### config.mk
export PLATFORM = sky130hd
export DESIGN_NAME = iter_counter
export DESIGN_NICKNAME = d
export VERILOG_FILES = /design/src/rtl/iter_counter.sv
export SDC_FILE = /design/constraint.sdc
export NUM_CORES = 1
export LEC_CHECK = 0
export CAP_MARGIN = 5
export CORE_AREA = 2 2 39 41
export CTS_BUF_LIST = sky130_fd_sc_hd__clkbuf_2 sky130_fd_sc_hd__clkbuf_4 sky130_fd_sc_hd__clkbuf_8
export CTS_CLUSTER_DIAMETER = 80
export DETAILED_ROUTE_END_ITERATION = 8
export DIE_AREA = 0 0 41 43
export PLACE_DENSITY = 0.77
export SLEW_MARGIN = 20
export SYNTH_ARGS = -nofsm -noshare
export SYNTH_HDL_FRONTEND = slang
export SYNTH_SLANG_ARGS = --single-unit
### constraint.sdc
create_clock -name clk -period 1.6 [get_ports clk]
set_input_delay 0.32 -clock clk [delete_from_list [all_inputs] [get_ports clk]]
set_output_delay 0.32 -clock clk [all_outputs]
set_load 0.02 [all_outputs]
### src/rtl/iter_counter.sv
`default_nettype none
// ============================================================================
// Module   : iter_counter
// Purpose  : Run counter 0..limit with stall, restart and one-cycle done pulse.
//            Define ITER_COUNTER_ABORT_EN to add the abort input.
// Revision : 1.0 - initial release
// ============================================================================
module iter_counter #(
  parameter int WIDTH = 5
) (
  input  logic             clk,
  input  logic             reset,
  input  logic             start,
  input  logic             en,
`ifdef ITER_COUNTER_ABORT_EN
  input  logic             abort,
`endif
  input  logic [WIDTH-1:0] limit,
  output logic [WIDTH-1:0] count,
  output logic             busy,
  output logic             last,
  output logic             done
);

  localparam logic [1:0] S_IDLE = 2'd0;
  localparam logic [1:0] S_RUN  = 2'd1;
  localparam logic [1:0] S_DONE = 2'd2;

  logic [1:0]       r_state;
  logic [WIDTH-1:0] r_count;
  logic [WIDTH-1:0] r_limit;
  logic             w_abort;
  logic             w_at_limit;

`ifdef ITER_COUNTER_ABORT_EN
  // Abort only matters once a run has been accepted.
  assign w_abort = abort && (r_state != S_IDLE);
`else
  assign w_abort = 1'b0;
`endif

  assign w_at_limit = (r_count == r_limit);

  always_ff @(posedge clk) begin
    if (reset) begin
      r_state <= S_IDLE;
      r_count <= '0;
      r_limit <= '0;
    end else if (w_abort) begin
      r_state <= S_IDLE;
      r_count <= '0;
    end else if (start) begin
      // Same action from every state: fresh run, new terminal count.
      r_state <= S_RUN;
      r_count <= '0;
      r_limit <= limit;
    end else begin
      case (r_state)
        S_IDLE: r_state <= S_IDLE;
        S_RUN: begin
          if (en) begin
            if (w_at_limit) begin
              r_state <= S_DONE;
            end else begin
              r_count <= r_count + 1'b1;
            end
          end
        end
        S_DONE:  r_state <= S_IDLE;
        default: r_state <= S_IDLE;
      endcase
    end
  end

  assign count = r_count;
  assign busy  = (r_state == S_RUN);
  assign done  = (r_state == S_DONE);
  assign last  = busy && w_at_limit;

endmodule
`default_nettype wire

==> flow_summary.yaml, run 1 <==
status:
  status: "finished, violations left"
  violations: "negative setup slack"
power:
  power_density_mw_per_mm2: 759
  ir_drop_v: 0.000761
  power_w: 0.000693
  p_leak_nw: 0.453
drt:
  vias: 567
  wl_per_cell_um: 11.8
  routed_wl_mm: 1.35
  drt_iter0_markers: 4
  drtAntennaViolNets: 0
  drt_first_pass_iters: 4
  drc: 0
  via_per_inst: 4.97
critical_path:
  critical_path_required_ps: 1280
  cp_data_arrival_time_ps: 1370
  criticalPathCategory: "reg -> out"
  r2r_end: "count[0]"
  crit_fanout: 2
  r2r_setup_slack_ps: 230
  reg2regPathDepth: 5
  r2r-start: "count[1]"
  start_kind: "flip-flop"
  crit_path_end_kind: "output pin"
placement:
  hpwl_mm: 1.05
  port_buffers: 16
  detailed_place.area_sq_um: 880
  gp_congestion: 0.773
logic_synthesis:
  synth_top_area_share_pct: 41.4
  synthTopCellsByCount: "12 x dfxtp_1, 10 x mux2i_1, 8 x nor2_1"
  synth_top_cell_by_area: "dfxtp_1"
  syn-num-nets: 73
  synth.area.top_cells: "dfxtp_1 41%, mux2i_1 17%, xor2_1 7.5%, nor2_1 5.2%, nand2_1 4.5%"
  synth_edf_count: 0
  synth_area_sq_um: 581
  synth_ff_type: "dfxtp_1"
  synthArstFlopShare_pct: 0
  ys_seq_area_share_pct: 41.4
  avgSynthCellArea_sq_um: 9.22
  ys_ff_latch: 12
  syn_inst: 63
  yosysWarnings: 0
  synthDistinctLibCells: 17
  yosysMostFrequentCell: "dfxtp_1"
finish:
  regArea_sq_um: 241
  multi_input_area_sq_um: 339
  drive_above_1_share_pct: 27.6
  num-nets-final: 109
  insertedDiodeCount: 0
  design_area_sq_um: 913
  fill_cells: 121
  area_delta_synth_final_pct: 57.3
floorplan:
  die_h_um: 43
  dieArea_sq_mm: 0.00176
  start_util_pct: 42.0
  pin_count: 17
  die_w_um: 41
  core_area_sq_mm: 0.00138
  rows: 14
clock_network:
  htreeDepth: 1
  worstSkewPairLatency_ps: 270
  cts_root_buffer: "clkbuf_4"
  clock_path_buffers: 2
  cts_tree: "done"
  numCtsBuffers: 3
  cts.sinks: 12
  cts.clk_slew.worst_paths_ps: 80
  postCtsSetupBuffers: 0
grt:
  grt_max_degree: 10
  first_global_vias: 528
  grt-ovfl-total: 0
  grt_pass1_wl_mm: 2.21
  antenna_found_initial: 0
  track_usage_pct: 18.1
timing:
  slew_viol_final: 0
  fin_skew_ps: 4.60
  period_minus_slack_ps: 1690
  rsz0062_at_grt: "true"
  fin_crit_sh_pct: 106
  setup-tns-final_ps: -89.4
  hold_viol: 0
  slew_headroom_pct: 77.2
  max_clock_freq_mhz: 592
  worst_pin_slew_ps: 340
  setup_violations: 1
  fin_ws_ps: -89.4
worst_hold_path:
  hold_class: "reg -> reg"
  hold_depth: 2
  min_from: "r_limit[1]"
  hold_end: "r_limit[1]"
run:
  drv_cap: 0
-- worst max-delay path, cell delays in order, from the launching register on --
cell     delay [ps]
dfxtp_2         330
xor2_1          170
nor3_2          250
and3_4          230
buf_6           110
-- timing repair --
item	4_1_cts	5_1_grt
resized for setup	11	7
hold buffers	0	0
pin swaps	0	2
endpoints found under the setup margin	8	2
-- cell type report --
class	count	share of cell area (%)
clock buffer	4	3.97
multi-input combinational	49	37.1
sequential	12	26.4
tap	16	2.19
timing repair buffer	33	30.3
-- registers in the layout, indices dropped and copies added (netlist names) --
register  count
r_limit       5
r_state       2
count         5
-- placed cells by master, fill, tap and decap left out, drive strengths merged, types with 2 or more instances in the layout --
cell and instances:
nor2b 3, nand2 7, and3 2, nand4 2, a21oi 3, nor2 8, dfxtp 12, mux2i 10
xor2 5, or3 4, dlygate4sd2 6, clkbuf 5, clkdlybuf4s50 8, buf 18
-- per-stage QoR --
stage	hold WS [ps]	std cells	utilization, %	worst slack, ps
after detailed placement	507	110	63.6	-229
after floorplan	466	63	-	49.2
final	504	114	66.0	-89.4
after global placement	494	110	63.6	-180
after global routing	522	114	66.0	-149
after CTS	527	114	65.2	-83.5
-- layer usage --
layer / global-route usage, % / up-vias / wire [um]
met3: 5.76 / 2 / 48
met2: 26.3 / 13 / 644
met1: 23.4 / 266 / 641
met4: 8.67 / 0 / 14
met5: 0 / - / 0
li1: - / 286 / -
-- kinds of logic (layout without fill, tap and decap cells) --
family	after synthesis	in the layout	share of synthesized area, %
buffers and inverters	2	37	1.51
muxes	10	10	17.2
adders and majority gates	1	1	2.15
AOI/OAI and AO/OA	5	5	5.39
xor gates and xnor gates	5	5	7.54
and+or+nand+nor	28	28	24.8
DFF	12	12	41.4
-- power by group --
| group | internal, W | switching, W | leakage (nW) | total (W) |
|---|---|---|---|---|
| combinational | 0.0000734 | 0.0000563 | 0.333 | 0.000130 |
| clock | 0.000138 | 0.000110 | 0.0210 | 0.000248 |
| sequential | 0.000310 | 0.00000636 | 0.0984 | 0.000316 |
-- worst max path at each step --
stage | slack [ps] | startpoint | depth (start not counted) | end
after floorplan | 50 | count[2] | 3 | last
after global placement | -180 | r_limit[2] | 4 | last
after global routing | -150 | r_limit[1] | 4 | last
after detailed placement | -230 | r_limit[2] | 4 | last
after CTS | -80 | r_limit[2] | 4 | last
final | -90 | r_limit[1] | 4 | last
Power figures use the tool's default switching activity.
==> run 2, diff against run 1 <==
--- a/config.mk
+++ b/config.mk
@@ -6,11 +6,11 @@
 export NUM_CORES = 1
 export LEC_CHECK = 0
 export CAP_MARGIN = 5
-export CORE_AREA = 2 2 39 41
+export CORE_AREA = 4 4 41 43
 export CTS_BUF_LIST = sky130_fd_sc_hd__clkbuf_2 sky130_fd_sc_hd__clkbuf_4 sky130_fd_sc_hd__clkbuf_8
 export CTS_CLUSTER_DIAMETER = 80
 export DETAILED_ROUTE_END_ITERATION = 8
-export DIE_AREA = 0 0 41 43
+export DIE_AREA = 0 0 45 47
 export PLACE_DENSITY = 0.77
 export SLEW_MARGIN = 20
 export SYNTH_ARGS = -nofsm -noshare
==> run 2 against run 1 <==
Critical path depth unchanged. Power is 0.69% lower. Routed wire length is 3.7% higher. Largest power group unchanged. The run still ends with negative setup slack left. Global-route usage decreased by 1.9 points. Clock skew shrank 3.2 ps. Largest cell class unchanged. Design area down 0.68%.
==> flow_summary.yaml, run 2 (synthesis results as in run 1) <==
status:
  status: "finished, violations left"
  violations: "negative setup slack"
timing:
  slew_viol_final: 0
  worst_pin_slew_ps: 260
  hold_viol: 0
  fin_ws_ps: -18.0
  rsz0062_at_grt: "true"
  max_clock_freq_mhz: 618
  period_minus_slack_ps: 1620
  fin_skew_ps: 1.41
  slew_headroom_pct: 82.6
  fin_crit_sh_pct: 101
  setup_violations: 1
critical_path:
  crit_chain: "xor2_1, nor3_2, and3_4, buf_6"
  start_kind: "flip-flop"
  cp_data_arrival_time_ps: 1300
  cp_num_buf_inv: 1
  critPathMaxStageDelay_ps: 330
  crit_fanout: 2
  critical_path_required_ps: 1280
  criticalPathCategory: "reg -> out"
  crit_slowest_cell: "dfxtp_2"
  crit_path_end_kind: "output pin"
  crit_path_start: "r_limit[2]"
  r2r-start: "count[3]"
  cp_top_family: "simple AND/OR/NAND/NOR gates"
clock_network:
  cts_hold_buf: 0
  postCtsSetupBuffers: 0
  worstSkewPairLatency_ps: 280
  cts_tree: "done"
  numCtsBuffers: 3
  cts_root_buffer: "clkbuf_4"
  htreeDepth: 1
  cts.sinks: 12
  cts.clk_slew.worst_paths_ps: 70
  clock_path_buffers: 2
floorplan:
  dieArea_sq_mm: 0.00212
  pin_count: 17
  die_w_um: 45
  die_h_um: 47
  rows: 13
  core_area_sq_mm: 0.00130
  start_util_pct: 44.6
drt:
  routed_wl_mm: 1.40
  wl_per_cell_um: 12.6
  drc: 0
  drt_first_pass_iters: 4
  vias: 566
  drt_iter0_markers: 10
  via_per_inst: 5.10
  drtAntennaViolNets: 0
grt:
  grt_pass1_wl_mm: 2.44
  grt_max_degree: 8
  busiest_layer: "met2"
  met1_usage_pct: 18.7
  grt-ovfl-total: 0
  gr-usage-met2_pct: 27.7
  met3_usage_pct: 7.28
  track_usage_pct: 16.2
  first_global_vias: 558
  antenna_found_initial: 0
run:
  drv_cap: 0
finish:
  fill_cells: 116
  final_cell_mix: "14 x buf_4, 11 x dfxtp_1, 10 x mux2i_1, 8 x nor2_1, 8 x clkdlybuf4s50_1"
  num-nets-final: 107
  area_delta_synth_final_pct: 56.2
  drive_above_1_share_pct: 25.0
  final_util_pct: 69.7
  insertedDiodeCount: 0
  final_common_cell: "buf_4"
  design_area_sq_um: 907
placement:
  port_buffers: 16
  place_ws_ps: -179
  hpwl_mm: 1.14
  detailed_place.area_sq_um: 876
  gp_congestion: 0.783
power:
  power_w: 0.000689
  power_density_mw_per_mm2: 759
  ir_drop_v: 0.000650
  p_leak_nw: 0.447
worst_hold_path:
  hold_class: "reg -> reg"
  min_from: "r_limit[2]"
## run 2: cell count changes in the layout (fill, tap and decap cells not counted), sizes merged
cell | before | now
buf | 18 | 16
## run 2: final timing paths
path,endpoint,cells past startpoint,slack [ps]
min,r_limit[2],2,510
min reg2reg,r_limit[2],2,510
max reg2reg,count[0],5,290
max,last,4,-20
## run 2: through the flow
step,hold WS [ps],setup TNS (ps),instances
after floorplan,466,0,63
after global placement,495,-215,107
after detailed placement,504,-230,107
after CTS,521,-18.7,111
after global routing,553,-76.3,111
final,508,-18.0,111
## run 2: final cells by class
type	instances	area, sq um	share of cell area, %
sequential	12	241	26.6
clock buffer	4	36.3	4.00
multi-input combinational	49	337	37.1
timing repair buffer	31	274	30.2
tap	15	18.8	2.07
## run 2: what timing repair did
| item | 4_1_cts | 5_1_grt |
|---|---|---|
| setup endpoints to repair | 8 | 2 |
| resized for setup | 13 | 4 |
| pin swaps | 2 | 1 |
## run 2: power breakdown
part / switching, W / internal (W) / leakage, nW
sequential: 0.00000646 / 0.000309 / 0.0984
combinational: 0.0000564 / 0.0000735 / 0.328
clock: 0.000105 / 0.000138 / 0.0210
## run 2: routing by layer
metal	wire, um	share of wire, %
met5	0	0
met4	14	1.0
met3	81	5.8
met2	723	52
met1	579	41
## run 2: worst register-to-register path: stages, from the launching register on
cell,delay (ps)
dfxtp_1,350
xor2_1,220
nor3_2,70
buf_4,150
a21boi_1,250
mux2i_1,200
